### src/rtl/weight_loader.sv
`default_nettype none
// ============================================================================
// Module      : weight_loader
// Description : Streams a counted run of source beats into consecutive
//               weight-memory words starting at a latched base address.
// Revision    : 1.0 - initial release
// ============================================================================
module weight_loader #(
    parameter int AXI_HP_BIT = 64,
    parameter int ADDR_WIDTH = 14
) (
    input  logic                  clk,
    input  logic                  rst_n,
    input  logic                  start,
    input  logic [ADDR_WIDTH-1:0] base_addr,
    input  logic [ADDR_WIDTH:0]   beat_cnt,
    input  logic                  s_valid,
    input  logic [AXI_HP_BIT-1:0] s_data,
    input  logic                  s_last,
    output logic                  s_ready,
    output logic                  wr_en,
    output logic [ADDR_WIDTH-1:0] wr_addr,
    output logic [AXI_HP_BIT-1:0] wr_data,
    output logic                  busy,
    output logic                  done,
    output logic                  err
);

    localparam logic [1:0]            c_IDLE     = 2'd0;
    localparam logic [1:0]            c_LOAD     = 2'd1;
    localparam logic [1:0]            c_DONE     = 2'd2;
    localparam logic [ADDR_WIDTH-1:0] c_ADDR_ONE = {{(ADDR_WIDTH-1){1'b0}}, 1'b1};
    localparam logic [ADDR_WIDTH:0]   c_CNT_ONE  = {{ADDR_WIDTH{1'b0}}, 1'b1};

    logic [1:0]            r_state;
    logic [ADDR_WIDTH-1:0] r_addr;
    logic [ADDR_WIDTH:0]   r_idx;
    logic [ADDR_WIDTH:0]   r_last_idx;
    logic                  r_wr_en;
    logic [ADDR_WIDTH-1:0] r_wr_addr;
    logic [AXI_HP_BIT-1:0] r_wr_data;
    logic                  r_err;
    logic                  w_accept;
    logic                  w_final;

    assign s_ready  = (r_state == c_LOAD);
    assign w_accept = s_valid & s_ready;
    assign w_final  = (r_idx == r_last_idx);
    assign busy     = (r_state != c_IDLE);
    // DONE is entered on the edge that registers the final write, so the pulse lines up with it.
    assign done     = (r_state == c_DONE);
    assign wr_en    = r_wr_en;
    assign wr_addr  = r_wr_addr;
    assign wr_data  = r_wr_data;
    assign err      = r_err;

    always_ff @(posedge clk or negedge rst_n) begin
        if (!rst_n) begin
            r_state    <= c_IDLE;
            r_addr     <= '0;
            r_idx      <= '0;
            r_last_idx <= '0;
            r_wr_en    <= 1'b0;
            r_wr_addr  <= '0;
            r_wr_data  <= '0;
            r_err      <= 1'b0;
        end else begin
            r_wr_en <= 1'b0;
            case (r_state)
                c_IDLE: begin
                    if (start) begin
                        r_err <= 1'b0;
                        if (beat_cnt == '0) begin
                            r_state <= c_DONE;
                        end else begin
                            r_addr     <= base_addr;
                            r_idx      <= '0;
                            r_last_idx <= beat_cnt - c_CNT_ONE;
                            r_state    <= c_LOAD;
                        end
                    end
                end
                c_LOAD: begin
                    if (w_accept) begin
                        r_wr_en   <= 1'b1;
                        r_wr_addr <= r_addr;
                        r_wr_data <= s_data;
                        r_addr    <= r_addr + c_ADDR_ONE;
                        r_idx     <= r_idx + c_CNT_ONE;
                        if (w_final) begin
                            r_state <= c_DONE;
                            if (!s_last) begin
                                r_err <= 1'b1;
                            end
                        end else if (s_last) begin
                            // Source ended the stream early: keep the beat, flag it, stop.
                            r_err   <= 1'b1;
                            r_state <= c_DONE;
                        end
                    end
                end
                c_DONE: begin
                    r_state <= c_IDLE;
                end
                default: begin
                    r_state <= c_IDLE;
                end
            endcase
        end
    end

endmodule
`default_nettype wire

### config.mk
export PLATFORM = sky130hd
export DESIGN_NAME = weight_loader
export DESIGN_NICKNAME = d
export VERILOG_FILES = /design/src/rtl/weight_loader.sv
export SDC_FILE = /design/constraint.sdc
export NUM_CORES = 1
export LEC_CHECK = 0
export BUFFER_PORTS_ARGS = -buffer_cell sky130_fd_sc_hd__clkbuf_2
export CORE_AREA = 2 2 88 153
export DETAILED_ROUTE_END_ITERATION = 12
export DIE_AREA = 0 0 90 155
export HOLD_SLACK_MARGIN = 0.02
export PLACE_DENSITY = 0.85
export SLEW_MARGIN = 20
export SYNTH_ARGS = -nofsm -noshare
export SYNTH_HDL_FRONTEND = slang
export SYNTH_SLANG_ARGS = --single-unit
### constraint.sdc
create_clock -name clk -period 1.8 [get_ports clk]
set_clock_uncertainty 0.1 [all_clocks]
set_input_delay 0.18 -clock clk [delete_from_list [all_inputs] [get_ports clk]]
set_output_delay 0.18 -clock clk [all_outputs]
set_load 0.02 [all_outputs]
After elaboration in Yosys (flattened, before gate mapping)
Cells that the tools add are included.
- bitwise gates (word level): 2
- reduce and logical (&&, ||, !) cells: 9
- add/subtract/negate cells: 3
- muxes and demuxes: 22
- equal/unequal tests: 8
- operator list (cell ; count):
    15-bit 2-to-1 mux ; 3
    14-bit 2-to-1 mux ; 3
    15-bit case mux with 2 select lines ; 1
    14-bit case mux with 2 select lines ; 1
    15-bit by 1-bit adder with 15-bit output, second input constant ; 1
    15-bit equality test ; 1
    15-bit zero test ; 1
    15-bit by 1-bit subtractor with 15-bit output, second input constant ; 1
    14-bit by 1-bit adder with 14-bit output, second input constant ; 1
    2-bit 2-to-1 mux ; 5
    1-bit 2-to-1 mux ; 7
    3-bit AND reduction ; 2
    5-bit AND reduction ; 1
    2-bit inequality test, second input constant ; 2
    2-bit case mux with 2 select lines ; 1
    4-bit AND reduction ; 1
    2-bit nonzero test ; 2
    3-bit by 2-bit inequality test with 1-bit output, second input constant ; 1
    3-bit inequality test, second input constant ; 1
    2-bit by 1-bit equality test with 1-bit output, second input constant ; 1
    2-bit equality test, second input constant ; 1
    2-bit zero test ; 1
    2-bit by 1-bit inequality test with 1-bit output, second input constant ; 1
    1-bit case mux with 2 select lines ; 1
    other kinds (3) ; 3
- flip-flop bits (word level): 126
- input bits: 98
- output and inout port bits: 83

Depth between registers and ports, before layout
- depth after elaboration: 4
- mapped depth: 9
- depth with buffers taken out: 7

Least setup slack after synthesis
OpenSTA, ideal clock, no wires.
- path kind: register -> register
- start: reg r_state[1]
- end: reg r_wr_data[36], in the netlist wr_data[36]
- data arrival time: 1.614 ns
- library setup time: 0.125 ns
- clock period less this slack: 1.839 ns
- slack: -0.039 ns
- cell stages (with the launch flop): 7
- required time: 1.575 ns
- cells stage by stage: dfrtp_1 > and2b_2 > nand2_2 > inv_1 > buf_2 > buf_2 > mux2_2
- cells in the longest elaborated chain, start to end: 3
- ends and longest elaborated chain (element ; line ; RTL):
    start, declared ; 35 ; logic [1:0] r_state;
    start signal, assigned ; 59 ; r_state <= c_IDLE;
    start signal, assigned ; 74 ; r_state <= c_DONE;
    start signal, assigned ; 79 ; r_state <= c_LOAD;
    2-bit by 1-bit equality test with 1-bit output * ; 46, 69 ;
    1-bit bitwise AND ; 47 ; assign w_accept = s_valid & s_ready;
    2-bit AND reduction (no source line) * ; - ;
    end signal, assigned ; 87 ; r_wr_data <= s_data;
    end, declared ; 41 ; logic [AXI_HP_BIT-1:0] r_wr_data;
Mark *: on every way between the ends. The rest lies on a longest branch, timed or not.
A chain may end at the register's enable or synchronous reset.

Worst setup path after layout
- start: reg r_state[0]
- end: reg r_idx[13]
- cells in the longest elaborated chain, start to end: 4
- elaborated cells between the ends (all ways): 9
- classes of those cells: 4 x eq/ne; 1 x mux; 1 x bitwise; 3 x reduce/logical
- ends and longest elaborated chain (element ; line ; RTL):
    2-bit by 1-bit equality test with 1-bit output ; 46, 69 ;
    1-bit bitwise AND ; 47 ;
    2-bit by 1-bit inequality test with 1-bit output (no source line) ; - ;
    4-bit AND reduction (no source line) ; - ;
    end signal, assigned ; 89 ; r_idx <= r_idx + c_CNT_ONE;
    end, declared ; 37 ; logic [ADDR_WIDTH:0] r_idx;
Several ways; a longest one is shown, not always the timed one.

==> results.ini <==
[yosys]
postSynth.asyncResetShare = 1.00
synthDominantAreaCellType = dfrtp_1
synth_edf_count = 0
ys.flop_type = dfrtp_1
synth_nets = 596
synth_seq_cells = 126
number_of_distinct_library_cells_after_synthesis = 49
yosys_top_cell_area_share = 0.552
syn_area_mm2 = 0.00571
synthesis_warnings = 0
synth_seq_area_share = 0.552
synth_cells = 495
average_cell_area_after_synthesis_um2 = 11.5
synth.area.top_cells = dfrtp_1, mux2_2, nand2_1, xnor2_1, o21ai_0

[placement]
placement.cell_area_mm2 = 0.00718
place.gp.congestion = 0.829
io_buffers = 180
detailed_place_hpwl_mm = 10.7

[critical_path]
path_class = reg2reg
crit_path_start = r_state[0]
critical_path.max_fanout = 4
critical_path.slowest_cell = or4_4
arrival_ns = 2.10
crit-reg2reg-launch = r_state[0]
worst_ep_required_time_ns = 2.03
timing.critical_path.from_type = flip-flop
max_stage_delay_ns = 0.54
chain_of_cells_forming_the_critical_path = mux2i_2, nor2_4, o31ai_4, buf_6, or4_4, a21oi_2
worstSetupEndpointType = flip-flop

[hold_path]
min_delay_worst_type = in2reg
timing.hold.worst.start = beat_cnt[12]

[global_routing]
gr-total-overflow = 0
global_route_wire_length_before_repair_mm = 27.0
grt_start_max_net_pins = 52
groute.usage.overall = 0.246
vias_in_the_first_global_route = 5468
antenna_violations_before_repair = 4

[sta]
relSlewSlack = 0.715
timing.final.hold_violations = 0
period_share = 1.03
achievable-frequency_ghz = 0.537
setup_viol = 3
finalMaxSlewViolations = 0
setup_slack_ns = -0.0625
fin_crit_ns = 1.86
worst_pin_slew_ns = 0.427
worst_hold_slack_ns = 0.0268
rsz0062_at_grt = true

[final_layout]
design_area_mm2 = 0.00900
multi_input_logic_area_mm2 = 0.00258
layout.cells.most_common = clkbuf_2
final.fill_count = 876
drive_above_1_share = 0.483
syn_to_final_growth_pct = 57.6
design.final.nets = 924
layout_common_cells = clkbuf_2, dfrtp_1, dlygate4sd3_1
layout.area.seq_mm2 = 0.00316

[clock_network]
clk_latency_ns = 0.41
h-tree-depth = 4
clock_tree_from_tritoncts = done
total_cts_buffers = 17
clock_transition_at_the_register_clock_pins_on_the_worst_setup_and_hold_paths_after_cts_ns = 0.06
num_clock_sinks = 126
root_buffer = clkbuf_16
cts_buffer_depth = 2

[detailed_routing]
dr_wl_met2_mm = 10.2
route.detailed.drc = 0
antenna_violating_nets_post_route = 0
detail_route.wirelength.met1_mm = 6.29
vias_per_cell = 5.20
wl_met3_um = 778
number_of_iterations_in_the_first_detailed_routing_pass = 5
routed_wl_per_cell_um = 17.6
topRoutingLayerUsed = met4
finalWirelength_mm = 17.8
drtIter0Drc = 334
vias = 5262

[power]
p_leak_nw = 4.12
power.density_mw_per_mm2 = 1620
peakVddDrop_mv = 0.798

[floorplan]
die-height_um = 155
num_rows = 55
number_of_primary_i_o_pins = 181
floorplan.core_area_mm2 = 0.0128
floorplan.initialDensity = 0.446
dieWidth_um = 90
total_die_area_mm2 = 0.0140

[flow_run]
timing.max_cap.violations = 0

[status]
outcome = finished with violations
failed_checks = negative setup slack

-- registers in the layout, indices dropped and copies added, names as in the netlist --
| register | cells |
|---|---|
| r_idx | 15 |
| r_addr | 14 |
| wr_en | 1 |
| wr_addr | 14 |
| err | 1 |
| r_last_idx | 15 |
| wr_data | 64 |
| r_state | 2 |
-- worst paths after layout --
| check | end | slack, ns | depth (start not counted) |
|---|---|---|---|
| setup / recovery | r_idx[13] | -0.06 | 6 |
| max in group asynchronous | wr_data[0] | 0.88 | 3 |
| setup reg to reg | r_idx[13] | -0.06 | 6 |
| hold / removal | r_last_idx[12] | 0.03 | 3 |
| hold reg to reg | wr_addr[1] | 0.38 | 2 |
| min in group asynchronous | wr_data[42] | 0.17 | 2 |
-- critical path, delay by kind of cell, from the launching register on --
kind,cells,cell delay (ns)
buffers and inverters,1,0.14
AOI/OAI and AO/OA,2,0.27
DFF,1,0.42
and+or+nand+nor,2,0.67
muxes,1,0.19
-- cell families after synthesis --
group / share of synthesized area
buf+inv: 0.0291
compound gates: 0.0977
fa+ha+maj: 0.00657
simple gates: 0.132
flops: 0.552
mux: 0.140
xor+xnor: 0.0429
-- area by class of cell --
cell class | instances | area share
diodes | 4 | 0.00111
clock buffers | 17 | 0.0473
clock inverters | 15 | 0.0181
inverters | 9 | 0.00403
multi-input cells | 337 | 0.287
flip-flops and latches | 126 | 0.351
well taps | 171 | 0.0238
repair buffers | 332 | 0.268
-- where the power goes --
group / internal [mW] / switching [mW] / total (mW)
clock network: 2.05 / 1.31 / 3.37
logic: 2.80 / 3.40 / 6.20
registers: 4.11 / 0.897 / 5.01
total: 8.97 / 5.61 / 14.6
-- per-stage QoR --
stage | cells | TNS, ns | util | power (mW) | worst slack [ns]
after detailed placement | 877 | -4.42 | 0.561 | 10.5 | -0.237
after CTS | 998 | -0.769 | 0.681 | 14.1 | -0.104
final | 1011 | -0.117 | 0.703 | 14.6 | -0.0625
after floorplan | 495 | -0.984 | - | 8.42 | -0.0390
after global placement | 877 | -2.80 | 0.561 | 10.2 | -0.167
after global routing | 1011 | -0.768 | 0.703 | 15.3 | -0.0873
-- cells in the mapped netlist (7+ instances only) --
master / n
nand3_1: 15
dfrtp_1: 126
mux2_2: 69
buf_2: 13
a21oi_1: 27
nand4_1: 7
nand2_1: 67
xnor2_1: 25
inv_1: 9
a2bb2oi_1: 8
nor2_1: 11
or3_1: 8
o21ai_0: 36
-- what timing repair did --
| item | CTS | global route |
|---|---|---|
| cloned | 0 | 3 |
| endpoints found under the hold margin | 206 | 0 |
| setup buffers | 8 | 8 |
| hold buffers | 81 | 0 |
| endpoints found under the setup margin | 8 | 73 |
| resized for setup | 18 | 47 |
| pin swaps | 13 | 21 |
-- per-layer routing --
metal,up-vias,GRT usage
met5,-,0
met4,0,0.129
met3,50,0.0625
met2,209,0.453
met1,2576,0.255
li1,2427,-
Power figures use the tool's default switching activity.
